==> src/rtl/hazard_pkg.sv <==
// hazard_pkg: shared constants and types for the hazard/forwarding unit.
//   FWD_* : EX operand mux select encodings.
//   stage_t : destination metadata carried down the shadow pipeline.
package hazard_pkg;

    localparam int REG_ADDR_W = 5;

    localparam logic [1:0] FWD_REGFILE = 2'b00;
    localparam logic [1:0] FWD_MEMWB   = 2'b01;
    localparam logic [1:0] FWD_EXMEM   = 2'b10;

    typedef struct packed {
        logic [REG_ADDR_W-1:0] rd;
        logic                  reg_write;
        logic                  mem_read;
        logic                  valid;
    } stage_t;

endpackage

==> src/rtl/fwd_select.sv <==
// fwd_select: per-operand forwarding priority compare (purely combinational).
//   ex_valid              : EX holds a real instruction
//   rs                    : EX source register for this operand
//   mem_valid/reg_write/rd: EX/MEM producer metadata
//   wb_valid/reg_write/rd : MEM/WB producer metadata
//   sel                   : operand mux select (FWD_* encoding)
module fwd_select
    import hazard_pkg::*;
#(
    parameter int REG_ADDR_W = hazard_pkg::REG_ADDR_W
) (
    input  logic                  ex_valid,
    input  logic [REG_ADDR_W-1:0] rs,
    input  logic                  mem_valid,
    input  logic                  mem_reg_write,
    input  logic [REG_ADDR_W-1:0] mem_rd,
    input  logic                  wb_valid,
    input  logic                  wb_reg_write,
    input  logic [REG_ADDR_W-1:0] wb_rd,
    output logic [1:0]            sel
);

    logic mem_hit;
    logic wb_hit;

    // x0 is hardwired zero, so a write to it never produces a value to forward.
    assign mem_hit = mem_valid && mem_reg_write && (mem_rd != '0) && (mem_rd == rs);
    assign wb_hit  = wb_valid  && wb_reg_write  && (wb_rd  != '0) && (wb_rd  == rs);

    always_comb begin
        sel = FWD_REGFILE;
        if (ex_valid) begin
            // The younger producer (EX/MEM) holds the newest value, so it wins.
            if (mem_hit)     sel = FWD_EXMEM;
            else if (wb_hit) sel = FWD_MEMWB;
        end
    end

endmodule

==> src/rtl/hazard_forward_unit.sv <==
// hazard_forward_unit: EX operand forwarding selects plus load-use stall and
// branch flush controls for a 5-stage pipeline. Tracks its own shadow copy of
// destination metadata for ID/EX, EX/MEM and MEM/WB.
//   clk, reset            : rising-edge clock, async active-high reset
//   id_*                  : instruction currently in ID
//   ex_branch_taken       : branch/jump resolved taken in EX
//   fwd_a_sel, fwd_b_sel  : EX operand mux selects (00 regfile, 10 EX/MEM, 01 MEM/WB)
//   stall                 : load-use stall; pc_write/ifid_write are its inverse
//   flush                 : squash IF/ID and ID/EX
module hazard_forward_unit
    import hazard_pkg::*;
#(
    parameter int REG_ADDR_W         = hazard_pkg::REG_ADDR_W,
    parameter int NUM_STAGES_TRACKED = 3
) (
    input  logic                  clk,
    input  logic                  reset,
    input  logic                  id_valid,
    input  logic [REG_ADDR_W-1:0] id_rs1,
    input  logic [REG_ADDR_W-1:0] id_rs2,
    input  logic [REG_ADDR_W-1:0] id_rd,
    input  logic                  id_reg_write,
    input  logic                  id_mem_read,
    input  logic                  ex_branch_taken,
    output logic [1:0]            fwd_a_sel,
    output logic [1:0]            fwd_b_sel,
    output logic                  stall,
    output logic                  pc_write,
    output logic                  ifid_write,
    output logic                  flush
);

    localparam int NUM_OPS = 2;  // operand A, operand B

    // Shadow pipeline as a shift register: [0] ID/EX, [1] EX/MEM, [2] MEM/WB.
    stage_t [NUM_STAGES_TRACKED-1:0]      shd;
    logic   [NUM_OPS-1:0][REG_ADDR_W-1:0] ex_rs;
    logic   [NUM_OPS-1:0][1:0]            sel;
    stage_t                               ex_in;
    logic                                 load_use;
    logic                                 bubble;
    logic                                 unused_mem_read;

    // Only the ID/EX copy of mem_read matters; older copies ride along unused.
    assign unused_mem_read = shd[1].mem_read | shd[2].mem_read;

    assign load_use = shd[0].valid && shd[0].mem_read && (shd[0].rd != '0) && id_valid &&
                      ((shd[0].rd == id_rs1) || (shd[0].rd == id_rs2));

    // Flush dominates stall: the PC must be free to take the branch target.
    assign flush      = ex_branch_taken & ~reset;
    assign stall      = load_use & ~flush & ~reset;
    assign pc_write   = ~stall;
    assign ifid_write = ~stall;
    assign bubble     = stall | flush;

    always_comb begin
        ex_in           = '0;
        ex_in.rd        = id_rd;
        ex_in.reg_write = id_reg_write & ~bubble;
        ex_in.mem_read  = id_mem_read  & ~bubble;
        ex_in.valid     = id_valid     & ~bubble;
    end

    always_ff @(posedge clk or posedge reset) begin
        if (reset) begin
            shd   <= '0;
            ex_rs <= '0;
        end else begin
            shd   <= {shd[NUM_STAGES_TRACKED-2:0], ex_in};
            ex_rs <= {id_rs2, id_rs1};
        end
    end

    for (genvar i = 0; i < NUM_OPS; i++) begin : g_op
        fwd_select #(.REG_ADDR_W(REG_ADDR_W)) u_sel (
            .ex_valid      (shd[0].valid),
            .rs            (ex_rs[i]),
            .mem_valid     (shd[1].valid),
            .mem_reg_write (shd[1].reg_write),
            .mem_rd        (shd[1].rd),
            .wb_valid      (shd[2].valid),
            .wb_reg_write  (shd[2].reg_write),
            .wb_rd         (shd[2].rd),
            .sel           (sel[i])
        );
    end

    assign fwd_a_sel = sel[0];
    assign fwd_b_sel = sel[1];

endmodule

==> config.mk <==
export PLATFORM = sky130hd
export DESIGN_NAME = hazard_forward_unit
export DESIGN_NICKNAME = d
export VERILOG_FILES = /design/src/rtl/hazard_pkg.sv /design/src/rtl/fwd_select.sv /design/src/rtl/hazard_forward_unit.sv
export SDC_FILE = /design/constraint.sdc
export NUM_CORES = 1
export LEC_CHECK = 0
export CAP_MARGIN = 20
export CORE_UTILIZATION = 48
export DETAILED_ROUTE_END_ITERATION = 12
export HOLD_SLACK_MARGIN = 0.12
export PLACE_DENSITY = 0.75
export SETUP_SLACK_MARGIN = 0.15
export SLEW_MARGIN = 20
export SYNTH_ARGS = -nofsm -noshare
export SYNTH_HDL_FRONTEND = slang
export SYNTH_SLANG_ARGS = --single-unit
==> constraint.sdc <==
create_clock -name clk -period 2.1 [get_ports clk]
set_clock_uncertainty 0.15 [all_clocks]
set_input_delay 0.42 -clock clk [delete_from_list [all_inputs] [get_ports clk]]
set_output_delay 0.42 -clock clk [all_outputs]
set_load 0.02 [all_outputs]
* After elaboration in Yosys (flattened, before gate mapping)
Cells that the tools add are included.
** Operators by class
- Equal/unequal tests :: 6
- Muxes and demuxes :: 6
- Bitwise logic cells :: 11
- Reductions and logical operators :: 16
** Operators with widths (number)
- $eq A5 B5 Y1 :: 6
- $reduce_bool A5 Y1 :: 3
- $logic_and A1 B1 Y1 :: 12
- $mux W2 :: 4
- $and A1 B1 Y1 :: 6
- $not A1 Y1 :: 4
- $mux W1 :: 2
- $logic_or A1 B1 Y1 :: 1
- $or A1 B1 Y1 :: 1
** Word-level totals
- Bits in registers :: 32
- Input bits :: 21
- Output and inout bits :: 8
- Word-level logic and storage cells :: 51

* Depth between registers and ports, before layout
- Depth after elaboration :: 9
- Depth in mapped cells :: 5
- Depth with buffers taken out :: 4

* Modules after synthesis
Synthesis repeated with hierarchy kept, for this count alone.
** Second synthesis, totals
- Cells, all modules :: 109
- Area, all modules :: 1348.8 um2
** By module, submodules not included
- hazard_forward_unit :: instances 1, cells each 63, area each 998.5 um2, sequential area each 800.8 um2
- fwd_select :: instances 2, cells each 23, area each 175.2 um2, sequential area each 0.0 um2

* Worst setup path before layout
OpenSTA, ideal clock, no wires.
- Path kind :: reg2out
- Start point :: reg shd[11] (netlist bit)
- End point :: out fwd_b_sel[0]
- Arrival time :: 1691 ps
- Required time :: 1530 ps
- Setup slack :: -161 ps
- Stages on the path, launching flop included :: 5
- Buffers on the path :: 0
- Path through :: dfrtp_1 -> or4_1 -> o211ai_2 -> nor4_1 -> nor4_2
** On the way
- Word-level cells in the longest chain between the ends :: 5
- Elaborated cells on any way between the ends :: 6
- Classes of those cells :: eq/ne: 1; mux: 2; reduce/logical: 3
** Ends and longest elaborated chain
- start: declaration :: RTL line hazard_forward_unit.sv:36 : stage_t [NUM_STAGES_TRACKED-1:0] shd;
- start signal: assignment :: RTL line hazard_forward_unit.sv:70 : shd <= {shd[NUM_STAGES_TRACKED-2:0], ex_in};
- $reduce_bool A5 Y1 :: RTL line fwd_select.sv:27 : assign mem_hit = mem_valid && mem_reg_write && (mem_rd != '0) && (mem_rd == rs);
- $logic_and A1 B1 Y1 :: RTL line fwd_select.sv:27
- $logic_and A1 B1 Y1 * :: RTL line fwd_select.sv:27
- $mux W2 * :: RTL line fwd_select.sv:34 : if (mem_hit) sel = FWD_EXMEM;
- $mux W2 * :: RTL line fwd_select.sv:32 : if (ex_valid) begin
- end: declaration :: RTL line hazard_forward_unit.sv:26 : output logic [1:0] fwd_b_sel,
Every way passes the cells marked *; elsewhere a longest branch is shown, timed or not.

* Worst setup path after layout
- Start point :: reg shd[21] (netlist bit)
- End point :: out fwd_b_sel[0]
** On the way
- Word-level cells in the longest chain between the ends :: 6
- Elaborated cells on any way between the ends :: 7
- Classes of those cells :: eq/ne: 1; mux: 3; reduce/logical: 3
** Ends and longest elaborated chain
- $reduce_bool A5 Y1 :: RTL line fwd_select.sv:28 : assign wb_hit = wb_valid && wb_reg_write && (wb_rd != '0) && (wb_rd == rs);
- $logic_and A1 B1 Y1 :: RTL line fwd_select.sv:28
- $logic_and A1 B1 Y1 * :: RTL line fwd_select.sv:28
- $mux W1 * :: RTL line fwd_select.sv:35 : else if (wb_hit) sel = FWD_MEMWB;
- $mux W2 * :: RTL line fwd_select.sv:34
- $mux W2 * :: RTL line fwd_select.sv:32
Marked as above.

==> results by group <==
Run status
  • Outcome: complete, but fails checks
  • Violated checks: setup timing

Cells and area
  • Area growth syn-to-layout: 58.7%
  • Layout cell share with drive strength beyond 1: 0.422
  • ANT cells: 0
  • Area of the multi-input gates: 589 sq um
  • NumNets Final: 187
  • Finished Core Util: 0.812
  • Area taken by flip-flops and latches: 803 sq um
  • Fill count: 144

STA
  • Relative slew slack: 0.746
  • RSZ-0062 raised after global routing: yes
  • Post-route minimum period: 2490 ps
  • Fin crit share: 1.18
  • Hold Vio Cnt, Final: 0
  • Slew @ Worst Pin: 381 ps
  • Final WS setup: -387 ps
  • Slew Limit Fails: 0
  • Finish-stage setup viols: 7
  • Fmax: 402 MHz

Clock network
  • CTS clk-pin slew, worst paths: 90 ps
  • TritonCTS buffer count: 5
  • Maximum clock path buffer count: 2
  • CTS Sinks: 32
  • Clock latency on the worst-skew pair: 320 ps
  • CTS root buf: clkbuf_4
  • CTS tree: yes
  • CTS H-tree depth: 2

Drt
  • DR iter-0 viols: 9
  • Final ANT Viol Nets: 0
  • Vias/cell: 4.94
  • DR pass1 iterations: 4
  • Routed vias: 969
  • Routed WL per cell: 15.1 um
  • Post-Route WL: 2960 um
  • DRC Markers: 0

Floorplan
  • Placeable Area: 2500 sq um
  • Row count: 18
  • Die area: 2870 sq um
  • Ports: 29
  • Die outline width: 53.6 um
  • Starting Density: 0.512
  • Die Y: 53.6 um

Global route
  • Overflow after GRT: 0
  • Largest net degree at the start of global routing: 33
  • Total GRT Usage: 0.244
  • First-pass GRT wire length: 4670 um
  • Antenna violations before repair: 0
  • Vias in the first global route: 1,078

Worst setup path
  • CP Cell Sequence: xor2_1 > or4_4 > nor4_4 > buf_4
  • Delay-heaviest family, CP: simple AND/OR/NAND/NOR gates
  • Max FO, Critical Path: 3
  • CP endpoint kind: output pin
  • Slowest-stage cell, CP: or4_4
  • Req. time, crit path: 1530 ps
  • RR Startpoint: shd[4]
  • WS Path Type: flip-flop to output pin
  • Slowest stage delay, CP: 560 ps
  • Crit start category: flip-flop
  • Reg2reg path depth: 8
  • Buf+Inv Stages, Crit Path: 1
  • Worst EP arrival: 1920 ps
  • R2r endpoint: shd[1]
  • FF-to-FF setup slack: 290 ps

Power
  • Power Density: 619 nW/um^2
  • Reg power frac: 0.544
  • Worst VDD drop: 547 uV
  • Total power: 1.26 mW
  • Internal power: 0.947 mW
  • Leakage: 0.909 nW
  • Switch Pwr: 0.309 mW
  • Clk network pwr share: 0.302
  • Sw Share: 0.246
  • Combinational Power Share: 0.155

Logic synthesis
  • Yosys warnings: 0
  • Sequential area share after synthesis: 0.626
  • Synth Cell Area: 1280 sq um
  • Post-Syn Area per Cell: 13.0 sq um
  • Synthesized instance count: 98
  • Syn nets: 119
  • Synth cell types: 19
  • FF+latch count, synth: 32

Placed design
  • Routability cong.: 0.850
  • PortBufs: 28
  • DP HPWL: 2060 um

Min path
  • Worst hold-check path type: input pin to async pin

Job
  • Max-Cap Viols: 0
-- registers in the layout (all words and copies together), names as in the netlist --
register / flops
shd: 22
ex_rs: 10
-- worst max path at each step --
| stage | slack, ps | startpoint | depth (start not counted) | end |
|---|---|---|---|---|
| 6_report | -390 | shd[21] | 4 | fwd_b_sel[0] |
| 5_1_grt | -460 | shd[19] | 5 | fwd_b_sel[0] |
| 4_1_cts | -430 | shd[13] | 5 | fwd_b_sel[1] |
| 3_5_place_dp | -630 | id_rs1[0] | 6 | stall |
| 3_3_place_gp | -620 | id_rs1[0] | 6 | stall |
| 2_1_floorplan | 40 | shd[21] | 3 | fwd_b_sel[0] |
-- cells in the mapped netlist --
cell type,instances,area share
a21oi_1,4,0.016
and2_1,2,0.0098
and2_2,1,0.0059
buf_4,1,0.0059
dfrtp_1,32,0.63
inv_1,2,0.0059
nand2_1,7,0.021
nand3_1,4,0.016
nand4_1,1,0.0049
nor2_1,2,0.0059
nor3_1,1,0.0039
nor4_1,2,0.0098
nor4_2,2,0.020
o2111ai_1,1,0.0069
o211ai_2,1,0.0098
o22ai_1,1,0.0049
or4_1,4,0.023
xnor2_1,16,0.11
xor2_1,14,0.096
-- repair_timing --
| action | CTS | global route |
|---|---|---|
| endpoints found under the setup margin | 8 | 8 |
| pin swaps | 8 | 11 |
| gates cloned | 0 | 0 |
| buffers inserted | 6 | 3 |
| gates resized for setup | 60 | 11 |
| hold buffers | 0 | 0 |
-- tightest hold or removal path, stage by stage --
cell and delay, ps:
dlymetal6s2s_1 140, buf_4 140, clkinvlp_4 60, buf_4 340
-- routing by layer --
metal	share of wire	wire, um	global-route usage	vias up
met1	0.38	1110	0.258	473
met5	0	0	0	-
met3	0.037	109	0.0621	4
met2	0.58	1710	0.471	29
li1	-	-	-	463
met4	0.0091	27	0.0658	0
-- cell families (layout without fill, tap and decap cells) --
| family | Yosys count | after routing | share of synthesized area |
|---|---|---|---|
| compound gates | 7 | 7 | 0.0372 |
| flops | 32 | 32 | 0.626 |
| buf+inv | 3 | 71 | 0.0117 |
| simple gates | 26 | 26 | 0.119 |
| xor+xnor | 30 | 30 | 0.205 |
-- placed cells by master, fill, tap and decap left out, drive strengths merged, types with 2 or more instances in the layout --
cell type / instances
buf: 42
dfrtp: 32
xnor2: 16
xor2: 14
clkdlybuf4s50: 10
dlygate4sd2: 9
nand2: 7
clkbuf: 7
or4: 4
nand3: 4
nor4: 4
a21oi: 4
and2: 3
nor2: 2
-- cell type report --
type | instances | share of cell area
inverters | 2 | 0.00555
repair buffers | 62 | 0.258
multi-input cells | 63 | 0.290
flip-flops and latches | 32 | 0.396
clock buffers | 7 | 0.0321
well taps | 30 | 0.0185
-- metrics by stage --
stage	setup TNS (ps)	hold slack (ps)	area (sq um)	std cells	setup WS (ps)
detailed placement	-3890	202	1820	180	-627
global placement	-3840	184	1820	180	-617
CTS	-1760	193	1960	193	-433
finish	-1620	203	2030	196	-387
global route	-2170	194	2030	196	-460
floorplan	0	181	1320	98	35.3
-- power groups by stage --
stage	sequential, mW	combinational (mW)	clock, mW
2_1_floorplan	0.686	0.0751	0
3_3_place_gp	0.690	0.168	0
3_5_place_dp	0.692	0.174	0
4_1_cts	0.680	0.183	0.392
5_1_grt	0.687	0.210	0.419
6_report	0.683	0.194	0.379
No activity file was read; power rests on OpenSTA's default activity.
